$ cat src/rtl/id_ex_stage_if.sv
// ID/EX stage bus: the decoded ID instruction, the MEM/WB writeback taps used
// for forwarding, and the operands/controls the stage presents to EX.
// master = the side driving the ID/MEM/WB information, slave = id_ex_stage.
interface id_ex_stage_if;
    // ID-stage instruction
    logic        iValid;
    logic        iFlush;
    logic [31:0] iRsData;
    logic [31:0] iRtData;
    logic [4:0]  iRs;
    logic [4:0]  iRt;
    logic [4:0]  iRd;
    logic [31:0] iImm;
    logic [4:0]  iShamt;
    logic [5:0]  iALUFun;
    logic        iSign;
    logic        iALUSrc;
    logic        iShiftSrc;
    logic        iRegWr;
    logic        iMemRd;
    // MEM / WB writeback taps
    logic        iMemRegWr;
    logic [4:0]  iMemWAddr;
    logic [31:0] iMemResult;
    logic        iWbRegWr;
    logic [4:0]  iWbWAddr;
    logic [31:0] iWbResult;
    // EX-side results
    logic [31:0] oA;
    logic [31:0] oB;
    logic [5:0]  oALUFun;
    logic        oSign;
    logic [4:0]  oRd;
    logic        oRegWr;
    logic        oMemRd;
    logic        oValid;
    logic [31:0] oStoreData;
    logic        oStallID;

    modport master (
        output iValid, iFlush, iRsData, iRtData, iRs, iRt, iRd, iImm, iShamt,
               iALUFun, iSign, iALUSrc, iShiftSrc, iRegWr, iMemRd,
               iMemRegWr, iMemWAddr, iMemResult, iWbRegWr, iWbWAddr, iWbResult,
        input  oA, oB, oALUFun, oSign, oRd, oRegWr, oMemRd, oValid, oStoreData, oStallID
    );

    modport slave (
        input  iValid, iFlush, iRsData, iRtData, iRs, iRt, iRd, iImm, iShamt,
               iALUFun, iSign, iALUSrc, iShiftSrc, iRegWr, iMemRd,
               iMemRegWr, iMemWAddr, iMemResult, iWbRegWr, iWbWAddr, iWbResult,
        output oA, oB, oALUFun, oSign, oRd, oRegWr, oMemRd, oValid, oStoreData, oStallID
    );
endinterface

$ cat src/rtl/id_ex_stage.sv
// ID/EX pipeline register with hazard detection and operand forwarding.
// Configuration macro FORWARD_EN:
//   defined   -> MEM/WB forwarding into the EX operands; only load-use stalls.
//   undefined -> no forwarding; ID stalls on any RAW match against EX or MEM
//                and waits for the WB write-through at capture.
// Register 0 is never forwarded, written through, or stalled on.
module id_ex_stage (
    input  logic         iClk,
    input  logic         iReset,
    id_ex_stage_if.slave bus
);

`ifdef FORWARD_EN
    localparam logic FWD_ON = 1'b1;
`else
    localparam logic FWD_ON = 1'b0;
`endif

    // EX-stage state
    logic        valid_r;
    logic        regWr_r;
    logic        memRd_r;
    logic        sign_r;
    logic        aluSrc_r;
    logic        shiftSrc_r;
    logic [4:0]  rd_r;
    logic [4:0]  rs_r;
    logic [4:0]  rt_r;
    logic [4:0]  shamt_r;
    logic [5:0]  aluFun_r;
    logic [31:0] rsData_r;
    logic [31:0] rtData_r;
    logic [31:0] imm_r;

    logic        loadUse_s;
    logic        rawEx_s;
    logic        rawMem_s;
    logic        stall_s;
    logic        bubble_s;
    logic [31:0] rsCap_s;
    logic [31:0] rtCap_s;
    logic [31:0] rsFwd_s;
    logic [31:0] rtFwd_s;

    // A writer targets src when it is enabled and the address is a real register.
    function automatic logic regMatch(input logic wrEn, input logic [4:0] wAddr,
                                      input logic [4:0] src);
        return wrEn && (wAddr != 5'd0) && (wAddr == src);
    endfunction

    // Hazard detection: load-use always, plain RAW on EX/MEM only without forwarding.
    always_comb begin
        loadUse_s = valid_r && memRd_r && (rd_r != 5'd0)
                    && ((rd_r == bus.iRs) || (rd_r == bus.iRt));
        rawEx_s   = regMatch(valid_r && regWr_r, rd_r, bus.iRs)
                    || regMatch(valid_r && regWr_r, rd_r, bus.iRt);
        rawMem_s  = regMatch(bus.iMemRegWr, bus.iMemWAddr, bus.iRs)
                    || regMatch(bus.iMemRegWr, bus.iMemWAddr, bus.iRt);
        if (bus.iFlush) begin
            stall_s = 1'b0;
        end else if (!bus.iValid) begin
            stall_s = 1'b0;
        end else if (FWD_ON) begin
            stall_s = loadUse_s;
        end else begin
            stall_s = loadUse_s || rawEx_s || rawMem_s;
        end
    end

    // Decide whether this edge loads a bubble instead of the ID instruction.
    always_comb begin
        if (bus.iFlush) begin
            bubble_s = 1'b1;
        end else if (stall_s) begin
            bubble_s = 1'b1;
        end else if (!bus.iValid) begin
            bubble_s = 1'b1;
        end else begin
            bubble_s = 1'b0;
        end
    end

    // WB write-through: a register being written this cycle is read as its new value.
    always_comb begin
        if (regMatch(bus.iWbRegWr, bus.iWbWAddr, bus.iRs)) begin
            rsCap_s = bus.iWbResult;
        end else begin
            rsCap_s = bus.iRsData;
        end
        if (regMatch(bus.iWbRegWr, bus.iWbWAddr, bus.iRt)) begin
            rtCap_s = bus.iWbResult;
        end else begin
            rtCap_s = bus.iRtData;
        end
    end

    // Operand forwarding on the registered sources; MEM is newer so it beats WB.
    always_comb begin
        if (FWD_ON && regMatch(bus.iMemRegWr, bus.iMemWAddr, rs_r)) begin
            rsFwd_s = bus.iMemResult;
        end else if (FWD_ON && regMatch(bus.iWbRegWr, bus.iWbWAddr, rs_r)) begin
            rsFwd_s = bus.iWbResult;
        end else begin
            rsFwd_s = rsData_r;
        end
        if (FWD_ON && regMatch(bus.iMemRegWr, bus.iMemWAddr, rt_r)) begin
            rtFwd_s = bus.iMemResult;
        end else if (FWD_ON && regMatch(bus.iWbRegWr, bus.iWbWAddr, rt_r)) begin
            rtFwd_s = bus.iWbResult;
        end else begin
            rtFwd_s = rtData_r;
        end
    end

    // ID->EX capture: reset clears everything, a bubble clears only the controls.
    always_ff @(posedge iClk) begin
        if (iReset) begin
            valid_r    <= 1'b0;
            regWr_r    <= 1'b0;
            memRd_r    <= 1'b0;
            sign_r     <= 1'b0;
            aluSrc_r   <= 1'b0;
            shiftSrc_r <= 1'b0;
            rd_r       <= 5'd0;
            rs_r       <= 5'd0;
            rt_r       <= 5'd0;
            shamt_r    <= 5'd0;
            aluFun_r   <= 6'd0;
            rsData_r   <= 32'd0;
            rtData_r   <= 32'd0;
            imm_r      <= 32'd0;
        end else begin
            valid_r    <= !bubble_s;
            regWr_r    <= bus.iRegWr && !bubble_s;
            memRd_r    <= bus.iMemRd && !bubble_s;
            sign_r     <= bus.iSign;
            aluSrc_r   <= bus.iALUSrc;
            shiftSrc_r <= bus.iShiftSrc;
            rd_r       <= bus.iRd;
            rs_r       <= bus.iRs;
            rt_r       <= bus.iRt;
            shamt_r    <= bus.iShamt;
            aluFun_r   <= bus.iALUFun;
            rsData_r   <= rsCap_s;
            rtData_r   <= rtCap_s;
            imm_r      <= bus.iImm;
        end
    end

    assign bus.oA         = shiftSrc_r ? {27'd0, shamt_r} : rsFwd_s;
    assign bus.oB         = aluSrc_r ? imm_r : rtFwd_s;
    assign bus.oStoreData = rtFwd_s;
    assign bus.oALUFun    = aluFun_r;
    assign bus.oSign      = sign_r;
    assign bus.oRd        = rd_r;
    assign bus.oRegWr     = regWr_r;
    assign bus.oMemRd     = memRd_r;
    assign bus.oValid     = valid_r;
    assign bus.oStallID   = stall_s;

endmodule

$ cat src/flat_wrapper.sv
// flat-port wrapper written by rule: the top's interface ports become plain ports
module id_ex_stage_flat 
  (iClk, iReset, bus_iValid, bus_iFlush, bus_iRsData, bus_iRtData, bus_iRs, bus_iRt, bus_iRd, bus_iImm, bus_iShamt, bus_iALUFun, bus_iSign, bus_iALUSrc, bus_iShiftSrc, bus_iRegWr, bus_iMemRd, bus_iMemRegWr, bus_iMemWAddr, bus_iMemResult, bus_iWbRegWr, bus_iWbWAddr, bus_iWbResult, bus_oA, bus_oB, bus_oALUFun, bus_oSign, bus_oRd, bus_oRegWr, bus_oMemRd, bus_oValid, bus_oStoreData, bus_oStallID);
  id_ex_stage_if bus_i ();
  input  logic iClk;
  input  logic iReset;
  input wire logic [$bits(bus_i.iValid)-1:0] bus_iValid;
  input wire logic [$bits(bus_i.iFlush)-1:0] bus_iFlush;
  input wire logic [$bits(bus_i.iRsData)-1:0] bus_iRsData;
  input wire logic [$bits(bus_i.iRtData)-1:0] bus_iRtData;
  input wire logic [$bits(bus_i.iRs)-1:0] bus_iRs;
  input wire logic [$bits(bus_i.iRt)-1:0] bus_iRt;
  input wire logic [$bits(bus_i.iRd)-1:0] bus_iRd;
  input wire logic [$bits(bus_i.iImm)-1:0] bus_iImm;
  input wire logic [$bits(bus_i.iShamt)-1:0] bus_iShamt;
  input wire logic [$bits(bus_i.iALUFun)-1:0] bus_iALUFun;
  input wire logic [$bits(bus_i.iSign)-1:0] bus_iSign;
  input wire logic [$bits(bus_i.iALUSrc)-1:0] bus_iALUSrc;
  input wire logic [$bits(bus_i.iShiftSrc)-1:0] bus_iShiftSrc;
  input wire logic [$bits(bus_i.iRegWr)-1:0] bus_iRegWr;
  input wire logic [$bits(bus_i.iMemRd)-1:0] bus_iMemRd;
  input wire logic [$bits(bus_i.iMemRegWr)-1:0] bus_iMemRegWr;
  input wire logic [$bits(bus_i.iMemWAddr)-1:0] bus_iMemWAddr;
  input wire logic [$bits(bus_i.iMemResult)-1:0] bus_iMemResult;
  input wire logic [$bits(bus_i.iWbRegWr)-1:0] bus_iWbRegWr;
  input wire logic [$bits(bus_i.iWbWAddr)-1:0] bus_iWbWAddr;
  input wire logic [$bits(bus_i.iWbResult)-1:0] bus_iWbResult;
  output wire logic [$bits(bus_i.oA)-1:0] bus_oA;
  output wire logic [$bits(bus_i.oB)-1:0] bus_oB;
  output wire logic [$bits(bus_i.oALUFun)-1:0] bus_oALUFun;
  output wire logic [$bits(bus_i.oSign)-1:0] bus_oSign;
  output wire logic [$bits(bus_i.oRd)-1:0] bus_oRd;
  output wire logic [$bits(bus_i.oRegWr)-1:0] bus_oRegWr;
  output wire logic [$bits(bus_i.oMemRd)-1:0] bus_oMemRd;
  output wire logic [$bits(bus_i.oValid)-1:0] bus_oValid;
  output wire logic [$bits(bus_i.oStoreData)-1:0] bus_oStoreData;
  output wire logic [$bits(bus_i.oStallID)-1:0] bus_oStallID;
  assign bus_i.iValid = bus_iValid;
  assign bus_i.iFlush = bus_iFlush;
  assign bus_i.iRsData = bus_iRsData;
  assign bus_i.iRtData = bus_iRtData;
  assign bus_i.iRs = bus_iRs;
  assign bus_i.iRt = bus_iRt;
  assign bus_i.iRd = bus_iRd;
  assign bus_i.iImm = bus_iImm;
  assign bus_i.iShamt = bus_iShamt;
  assign bus_i.iALUFun = bus_iALUFun;
  assign bus_i.iSign = bus_iSign;
  assign bus_i.iALUSrc = bus_iALUSrc;
  assign bus_i.iShiftSrc = bus_iShiftSrc;
  assign bus_i.iRegWr = bus_iRegWr;
  assign bus_i.iMemRd = bus_iMemRd;
  assign bus_i.iMemRegWr = bus_iMemRegWr;
  assign bus_i.iMemWAddr = bus_iMemWAddr;
  assign bus_i.iMemResult = bus_iMemResult;
  assign bus_i.iWbRegWr = bus_iWbRegWr;
  assign bus_i.iWbWAddr = bus_iWbWAddr;
  assign bus_i.iWbResult = bus_iWbResult;
  assign bus_oA = bus_i.oA;
  assign bus_oB = bus_i.oB;
  assign bus_oALUFun = bus_i.oALUFun;
  assign bus_oSign = bus_i.oSign;
  assign bus_oRd = bus_i.oRd;
  assign bus_oRegWr = bus_i.oRegWr;
  assign bus_oMemRd = bus_i.oMemRd;
  assign bus_oValid = bus_i.oValid;
  assign bus_oStoreData = bus_i.oStoreData;
  assign bus_oStallID = bus_i.oStallID;
  id_ex_stage u_core (.iClk(iClk), .iReset(iReset), .bus(bus_i));
endmodule
$ cat config.mk
export PLATFORM = sky130hd
export DESIGN_NAME = id_ex_stage_flat
export DESIGN_NICKNAME = d
export VERILOG_FILES = /design/src/rtl/id_ex_stage_if.sv /design/src/rtl/id_ex_stage.sv /design/src/flat_wrapper.sv
export SDC_FILE = /design/constraint.sdc
export NUM_CORES = 1
export LEC_CHECK = 0
export CAP_MARGIN = 20
export CORE_AREA = 2 2 125 127
export DETAILED_ROUTE_END_ITERATION = 7
export DIE_AREA = 0 0 127 129
export PLACE_DENSITY = 0.72
export SLEW_MARGIN = 20
export SYNTH_ARGS = -nofsm -noshare
export SYNTH_HDL_FRONTEND = slang
export SYNTH_SLANG_ARGS = --single-unit
$ cat constraint.sdc
create_clock -name iClk -period 1.83 [get_ports iClk]
set_input_delay 0.2745 -clock iClk [delete_from_list [all_inputs] [get_ports iClk]]
set_output_delay 0.2745 -clock iClk [all_outputs]
set_load 0.05 [all_outputs]
Yosys cells after proc, flatten, opt, wreduce, memory -nomap -nowiden
Index checks and enable logic that the tools add are counted.
Word-level totals
  output and inout port bits: 112
  input port bits: 207
  logic and storage cells: 51
  flip-flop bits (word level): 118
Operators by class
  eq/ne operators: 6
  reductions and logical operators: 24
  multiplexer cells: 9
Operators with widths (number)
  32-bit two-way mux: 4
  5-bit equality test: 6
  1-bit logical AND: 15
  5-bit nonzero test: 3
  1-bit logical OR: 5
  1-bit two-way mux: 5
  1-bit zero test: 1

Longest topological paths before layout
Gate-level depths: netlist of run 1.
  word-level depth: 12
  mapped depth: 6

Worst setup path before layout of run 1
No wires, ideal clock.
  path type: reg-to-output
  from: register u_core.rd_r[2], in the netlist u_core.bus.oRd[2]
  to: output port bus_oStallID
  setup slack: -0.533 ns
  required time: 1.556 ns
  cell stages (with the launch flop): 6
  arrival time: 2.088 ns
  buffers on the path: 0
  path through: dfxtp_1 > xor2_1 > nor3_1 > a22oi_1 > o22ai_1 > nor2b_1
On the way
  word-level cells in the longest chain between the ends: 8
RTL lines
  start: declaration: RTL line id_ex_stage.sv:26  | logic [4:0] rd_r;
  start signal: assignment: RTL line id_ex_stage.sv:139  | rd_r <= bus.iRd;
  5-bit nonzero test: RTL line id_ex_stage.sv:48, id_ex_stage.sv:53
  1-bit logical AND (2 in a row): RTL line id_ex_stage.sv:48  | return wrEn && (wAddr != 5'd0) && (wAddr == src);
  1-bit logical OR: RTL line id_ex_stage.sv:56  | || regMatch(valid_r && regWr_r, rd_r, bus.iRt);
  1-bit logical OR (*) (2 in a row): RTL line id_ex_stage.sv:66  | stall_s = loadUse_s || rawEx_s || rawMem_s;
  1-bit two-way mux (*): RTL line id_ex_stage.sv:61  | end else if (!bus.iValid) begin
  1-bit two-way mux (*): RTL line id_ex_stage.sv:59  | if (bus.iFlush) begin
  end: declaration: RTL line flat_wrapper.sv:37  | output wire logic [$bits(bus_i.oStallID)-1:0] bus_oStallID;
Mark *: on every way between the ends. The rest lies on a longest branch, timed or not.

Final worst setup path of run 1
  from: register u_core.rd_r[3], in the netlist u_core.bus.oRd[3]
  to: output port bus_oStallID
Same word-level chain as after synthesis.

==> results of run 1 <==
[worst paths after layout]
| path | endpoint | slack (ns) | depth (start not counted) |
|---|---|---|---|
| worst max-delay path | bus_oStallID | -0.27 | 5 |
| worst min-delay path | u_core.bus.oStoreData[16]$_SDFF_PP0_ | 0.31 | 2 |
| worst max register to register | u_core.bus.oRegWr$_SDFF_PP0_ | 0.17 | 5 |
| worst min register to register | u_core.bus.oValid$_SDFF_PP0_ | 0.83 | 4 |
[power by group through the flow]
stage	combinational [mW]	clock, mW	sequential, mW
finish	1.81	3.11	2.78
global route	1.90	3.28	2.79
CTS	1.76	3.18	2.78
detailed placement	1.71	0	2.83
global placement	1.69	0	2.82
floorplan	0.703	0	3.01
[per-stage QoR]
step	area (sq um)	hold slack [ns]	total power, mW	setup WS (ns)	setup TNS [ns]
final	8900	0.313	7.70	-0.269	-0.269
after global routing	8900	0.327	7.97	-0.334	-0.487
after CTS	8710	0.297	7.72	-0.312	-2.13
after detailed placement	7920	0.745	4.54	-0.488	-27.35
after global placement	7920	0.728	4.51	-0.411	-24.60
after floorplan	4770	0.403	3.71	0.0338	0
[layout make-up]
type | count | area [sq um] | area share (%)
multi-input combinational | 299 | 2410 | 27.1
timing repair buffer | 320 | 3320 | 37.3
clock inverter | 14 | 131 | 1.48
tap | 188 | 235 | 2.64
sequential | 118 | 2370 | 26.7
clock buffer | 18 | 429 | 4.82
[cells by family after synthesis]
group / share of synthesized area [%]
and+or+nand+nor: 18.5
DFF: 49.7
buffers and inverters: 3.00
xor gates and xnor gates: 5.53
muxes: 22.2
AOI/OAI and AO/OA: 1.08
[repair_timing]
action / in CTS / in global routing
setup endpoints to repair: 98 / 69
setup buffers: 3 / 2
gates cloned: 4 / 0
pin swaps: 7 / 5
resized for setup: 86 / 65
[layer usage]
| metal | up-vias | wire length, microns | share of wire [%] |
|---|---|---|---|
| met1 | 2032 | 6460 | 39 |
| li1 | 2098 | - | - |
| met4 | 0 | 464 | 2.8 |
| met3 | 35 | 1310 | 7.9 |
| met5 | - | 0 | 0 |
| met2 | 184 | 8240 | 50 |
[registers in the layout (all words and copies together) (netlist names)]
| signal | flops |
|---|---|
| u_core.bus.oALUFun | 6 |
| u_core.bus.oRegWr | 1 |
| u_core.shiftSrc_r | 1 |
| u_core.bus.oMemRd | 1 |
| u_core.bus.oSign | 1 |
| u_core.bus.oRd | 5 |
| u_core.shamt_r | 5 |
| u_core.imm_r | 32 |
| u_core.bus.oValid | 1 |
| u_core.bus.oStoreData | 32 |
| u_core.rsData_r | 32 |
| u_core.aluSrc_r | 1 |
[cells in the final DEF, fill, tap and decap left out, types with 4 or more instances in the layout]
master / netlist / layout
sky130_fd_sc_hd__nor2_1: 68 / 68
sky130_fd_sc_hd__clkinvlp_4: 0 / 7
sky130_fd_sc_hd__clkbuf_16: 0 / 17
sky130_fd_sc_hd__dfxtp_2: 0 / 6
sky130_fd_sc_hd__dlymetal6s2s_1: 0 / 7
sky130_fd_sc_hd__mux2_2: 37 / 5
sky130_fd_sc_hd__mux2_4: 0 / 32
sky130_fd_sc_hd__buf_4: 0 / 50
sky130_fd_sc_hd__clkinv_4: 0 / 4
sky130_fd_sc_hd__dfxtp_1: 118 / 111
sky130_fd_sc_hd__buf_8: 0 / 16
sky130_fd_sc_hd__nor2b_1: 79 / 78
sky130_fd_sc_hd__dlygate4sd2_1: 0 / 46
sky130_fd_sc_hd__buf_12: 0 / 14
sky130_fd_sc_hd__clkdlybuf4s50_1: 0 / 166
sky130_fd_sc_hd__buf_6: 6 / 19
sky130_fd_sc_hd__mux2i_1: 64 / 64
sky130_fd_sc_hd__xnor2_1: 6 / 6
sky130_fd_sc_hd__xor2_1: 24 / 24
==> metrics.txt, run 1 <==
leading register cell type out of synthesis=sky130_fd_sc_hd__dfxtp_1; library cell occupying the most area in the post-synthesis netlist=sky130_fd_sc_hd__dfxtp_1; source of the critical timing path=u_core.bus.oRd[3]$_SDFF_PP0_; TritonCTS buffer count=17; total wirelength of the detailed-routed design=16.5 mm; IR drop worst, VDD=0.637 mV; number of flip-flops and latches in the synthesized netlist=118; RSZ-0062 raised after global routing=true; portion of total power attributed to combinational logic=23.6%; post-synthesis instance total=443; total congestion overflow=0; Die Wd=127 microns; most numerous cell in the Yosys netlist=sky130_fd_sc_hd__dfxtp_1; final antenna diode count=0; share of the synthesized area in the top cell type=between 40% and 50%; relative contribution of the clock network to total power=40.4%; initial core utilization=31.7%; Sequential Power Share=36.1%; HPWL after detailed placement=11.8 mm; peak-usage layer in the global routing report=met2; number of enable-type register cells in the synthesized netlist=0; antenna violations before repair=0; slew at the pin closest to its max-slew limit=0.530 ns; stage delay of the slowest cell on the critical path=0.54 ns; layout overhead on the synthesized area=87.2%; final estimated routing congestion in global placement=0.852; final standard cell utilization of the core=between 50% and 60%; source of the worst register-to-register timing path=u_core.bus.oRd[3]$_SDFF_PP0_; cells traversed along the worst timing path=or4_4, o221ai_2, o22ai_2, nor2b_4, buf_12; DR iter-0 viols=between 100 and 150; floorplan die area=16400 sq um; synthesized area divided by synthesized cell count=10.7 sq um; area inside the core boundary=15000 sq um; Switching Share=approximately 30%; vias after detailed routing=roughly 4300; class of the tightest hold or removal check=primary input to flip-flop; clock root buffer master=sky130_fd_sc_hd__clkbuf_16; part of the cycle the worst path needs=115%; critical path peak fanout=2; DRC violation count after routing=0; Max Cap Viol=0; post-synth cell types=22; f_max=476 MHz; least setup slack across all paths after layout=-0.269 ns; Die Y=around 130 microns; Syn Nets=650; final number of hold-violating endpoints=0; maximum number of pins on one net before global-route repair=46; portion of the post-synthesis area used by sequential elements=49.7%; number of setup violations in the final report=1; worst slew margin relative to its limit=64.8%; Post-Syn Area=~4800 sq um; leakage dissipation=roughly 3.8 nW; # nets final=963; combined buffer and inverter count along the critical path=1; Worst Min Path Start=iReset; fillcell total=about 1200; GR Layer Usage met1=20.7%; total power density per cell area=866 nW/um^2; Row Count=45; cell family with the largest share of critical-path delay=simple AND/OR/NAND/NOR gates; outcome=finished with violations; hold-fix buffers at CTS=0; number of warnings issued by yosys=0; Clock Sinks=118; Crit path required time=~1.6 ns; slowest cell on the critical path=sky130_fd_sc_hd__or4_4; most area-consuming cells after synthesis=sky130_fd_sc_hd__dfxtp_1 50%, sky130_fd_sc_hd__mux2i_1 13%, sky130_fd_sc_hd__nor2b_1 10%; kind of critical path=flip-flop to primary output; cell types with the highest counts after synthesis=118 x sky130_fd_sc_hd__dfxtp_1, 79 x sky130_fd_sc_hd__nor2b_1, 68 x sky130_fd_sc_hd__nor2_1; post-route antenna net violation count=0; cell internal pwr=5.45 mW; I/O pin count=319; Cells after DPL=919; Port-buffer cells=286; share of final-layout standard cells stronger than drive strength 1=about a quarter; wire length of the first global-routing pass=24.7 mm; total track usage=roughly a fifth; fraction of met3 tracks used by global routing=under 10%; clock latency reported for the late side of the worst-skew pair=0.41 ns; worst setup skew after layout=0.00598 ns; kind of end point of the critical path=primary output; Final min period=2.10 ns; routed wirelength normalized by instance count=17.2 microns; clock slew at reported path FFs=approximately 0.060 ns; switching power=2.25 mW; worst-case clock buffer depth=2; H-tree Lvls=4; met2 demand-to-capacity share in global routing=34.8%; share of flip-flops with an asynchronous set or reset=0%; CTS tree=yes; failing checks=negative setup slack; router iterations before antenna repair=4; Non-Filler Instances=between 900 and 1000; routed vias/inst=4.54; number of global-route vias before repair=4724; data arrival time of the worst path=between 1.5 and 2 ns; count of final max-slew check failures=0; crit start category=flip-flop
(Power assumes the default switching activity.)
==> inputs of run 2 (changes only) <==
--- a/config.mk
+++ b/config.mk
@@ -6,10 +6,10 @@
 export NUM_CORES = 1
 export LEC_CHECK = 0
 export CAP_MARGIN = 20
-export CORE_AREA = 2 2 125 127
+export CORE_AREA = 2 2 124 126
 export DETAILED_ROUTE_END_ITERATION = 7
-export DIE_AREA = 0 0 127 129
-export PLACE_DENSITY = 0.72
+export DIE_AREA = 0 0 126 128
+export PLACE_DENSITY = 0.73
 export SLEW_MARGIN = 20
 export SYNTH_ARGS = -nofsm -noshare
 export SYNTH_HDL_FRONTEND = slang
==> run 2 against run 1 <==
  * The flow still finishes with violations (negative setup slack)
  * Clock power up 17%
  * Via count about the same
  * Sequential cell count unchanged
  * Maximum frequency down 2.5%
  * Clock skew down 0.0050 ns
  * Sequential share of layout area up 0.079 points
  * Cell count down 0.63%
  * Die area down 1.6%
  * Critical path type unchanged
==> metrics.txt, run 2 (synthesis results as in run 1) <==
final standard cell utilization of the core=59.7% (+0.27 points); wire length of the first global-routing pass=23.5 mm (-4.7%); leakage dissipation=3.73 nW (-1.4%); outcome=finished with violations; DRC violation count after routing=0 (unchanged); clock root buffer master=sky130_fd_sc_hd__clkbuf_16; reg2reg setup slack=0.09 ns (-0.08 ns); share of final-layout standard cells stronger than drive strength 1=23.7% (-0.60 points); CTS tree=yes; Crit path required time=1.56 ns (about the same); kind of end point of the critical path=primary output; slowest cell on the critical path=sky130_fd_sc_hd__or4_4; total congestion overflow=0 (unchanged); source of the worst register-to-register timing path=u_core.bus.oRd[3]$_SDFF_PP0_; final estimated routing congestion in global placement=0.951 (+12%); stage delay of the slowest cell on the critical path=0.54 ns (about the same); routed wirelength normalized by instance count=16.9 microns (-1.7%); cell family with the largest share of critical-path delay=simple AND/OR/NAND/NOR gates; most common library cell in the layout ignoring fill and taps=sky130_fd_sc_hd__clkdlybuf4s50_1; routed vias/inst=4.57 (+0.54%); number of setup violations in the final report=10 (+9); Row Count=45 (unchanged); maximum number of pins on one net before global-route repair=119 (+160%); HPWL after detailed placement=11.6 mm (-2.2%); total wirelength of the detailed-routed design=16.1 mm (-2.3%); layout overhead on the synthesized area=86.7%; cell depth of the worst flop-to-flop path=5 (unchanged); Reg2Reg Capture Point=u_core.bus.oRegWr$_SDFF_PP0_; final number of hold-violating endpoints=0 (unchanged); Max Cap Viol=0 (unchanged); failing checks=negative setup slack; Worst Hold End=u_core.aluSrc_r$_SDFF_PP0_; Worst Min Path Start=bus_iALUSrc; kind of critical path=flip-flop to primary output; Fin Hold WS=0.412 ns (+0.0985 ns); least setup slack across all paths after layout=-0.323 ns (-0.0544 ns); antenna violations before repair=0 (unchanged); worst-case clock buffer depth=2 (unchanged); f_max=464 MHz (-2.5%); H-tree Lvls=4 (unchanged); area inside the core boundary=14900 sq um (-0.75%); clock slew at reported path FFs=0.06 ns (about the same); commonest cells after routing, fill and taps aside=172 x sky130_fd_sc_hd__clkdlybuf4s50_1, 111 x sky130_fd_sc_hd__dfxtp_1, 78 x sky130_fd_sc_hd__nor2b_1; final antenna diode count=0 (unchanged); crit start category=flip-flop; router iterations before antenna repair=6 (+2); Clock Sinks=118 (unchanged); count of final max-slew check failures=0 (unchanged); worst slack at placement=-0.421 ns (+0.0671 ns); fillcell total=1227 (-0.57%); floorplan die area=16100 sq um (-1.6%); RSZ-0062 raised after global routing=true; worst setup skew after layout=0.00100 ns (-0.00498 ns); Die Wd=126 microns (-0.79%); # nets final=957 (-0.62%); initial core utilization=32.0% (+0.24 points); vias after detailed routing=4345 (-0.092%); combined buffer and inverter count along the critical path=1 (unchanged); Final min period=2.15 ns (+0.0544 ns); class of the tightest hold or removal check=primary input to flip-flop; Die Y=128 microns (-0.78%); DR iter-0 viols=111 (-22%); critical path peak fanout=4 (+2); total track usage=18.8% (-1.0 points); slew at the pin closest to its max-slew limit=0.538 ns (+0.00755 ns); worst slew margin relative to its limit=64.3% (-0.50 points); TritonCTS buffer count=17 (unchanged); total power density per cell area=925 nW/um^2 (+6.8%); IR drop worst, VDD=0.685 mV (+7.7%); clock latency reported for the late side of the worst-skew pair=0.41 ns (about the same); part of the cycle the worst path needs=118% (+3.0 points); Port-buffer cells=286 (unchanged); I/O pin count=319 (unchanged); Hold Path Cell Cnt=2 (unchanged); number of global-route vias before repair=4604 (-2.5%); cells traversed along the worst timing path=or4_4, o221ai_2, o22ai_2, nor2b_4, buf_12; depth of the critical timing path with buffers and inverters included=5 (unchanged); post-route antenna net violation count=0 (unchanged); data arrival time of the worst path=1.88 ns (+0.06 ns)
-- run 2: changes by cell type in the layout (fill, tap and decap cells not counted), moves of 4 or more --
cell,change
sky130_fd_sc_hd__buf_6,-4
sky130_fd_sc_hd__bufinv_16,+4
sky130_fd_sc_hd__clkdlybuf4s50_1,+6
sky130_fd_sc_hd__dlygate4sd2_1,-4
sky130_fd_sc_hd__mux2_2,+14
sky130_fd_sc_hd__mux2_4,-14
-- run 2: area by class of cell --
class | count | area [sq um] | area share, %
Clock buffer | 17 | 425 | 4.79
Clock inverter | 15 | 228 | 2.57
Multi-Input combinational cell | 299 | 2340 | 26.4
Sequential cell | 118 | 2370 | 26.8
Tap cell | 188 | 235 | 2.65
Timing Repair Buffer | 314 | 3270 | 36.8
-- run 2: routing by layer --
metal / vias to the layer above / track usage, % / routed length, microns
met4: 0 / 8.53 / 509
met2: 208 / 33.1 / 8170
li1: 2076 / - / -
met5: - / 0 / 0
met1: 2020 / 19.8 / 5910
met3: 41 / 7.39 / 1490
-- run 2: report_power, final --
group          switching [mW]  internal [mW]  total, mW
clock network            1.22           2.42       3.64
registers              0.0639           2.72       2.78
logic                   0.941          0.848       1.79
-- run 2: through the flow --
stage | area, sq um | std cells | TNS [ns] | power (mW)
global route | 8870 | 951 | -2.09 | 8.52
floorplan | 4770 | 443 | 0 | 3.71
CTS | 8490 | 946 | -0.322 | 8.18
global placement | 7860 | 914 | -20.30 | 4.50
detailed placement | 7860 | 914 | -24.64 | 4.52
finish | 8870 | 951 | -0.635 | 8.20
-- run 2: repair_timing --
| item | 4_1_cts | 5_1_grt |
|---|---|---|
| setup endpoints to repair | 95 | 74 |
| pin swaps | 2 | 3 |
| hold buffers | 0 | 0 |
| setup buffers | 0 | 1 |
| resized for setup | 49 | 77 |
| gates cloned | 0 | 4 |
-- run 2: worst max-delay path by stage --
stage	startpoint	to	slack, ns
4_1_cts	u_core.bus.oRd[3]$_SDFF_PP0_	bus_oStallID	-0.32
3_3_place_gp	bus_iWbWAddr[0]	u_core.rsData_r[25]$_SDFF_PP0_	-0.35
2_1_floorplan	u_core.bus.oRd[2]$_SDFF_PP0_	bus_oStallID	0.03
3_5_place_dp	bus_iWbWAddr[4]	u_core.bus.oStoreData[27]$_SDFF_PP0_	-0.42
6_report	u_core.bus.oRd[3]$_SDFF_PP0_	bus_oStallID	-0.32
5_1_grt	u_core.bus.oRd[3]$_SDFF_PP0_	bus_oStallID	-0.39
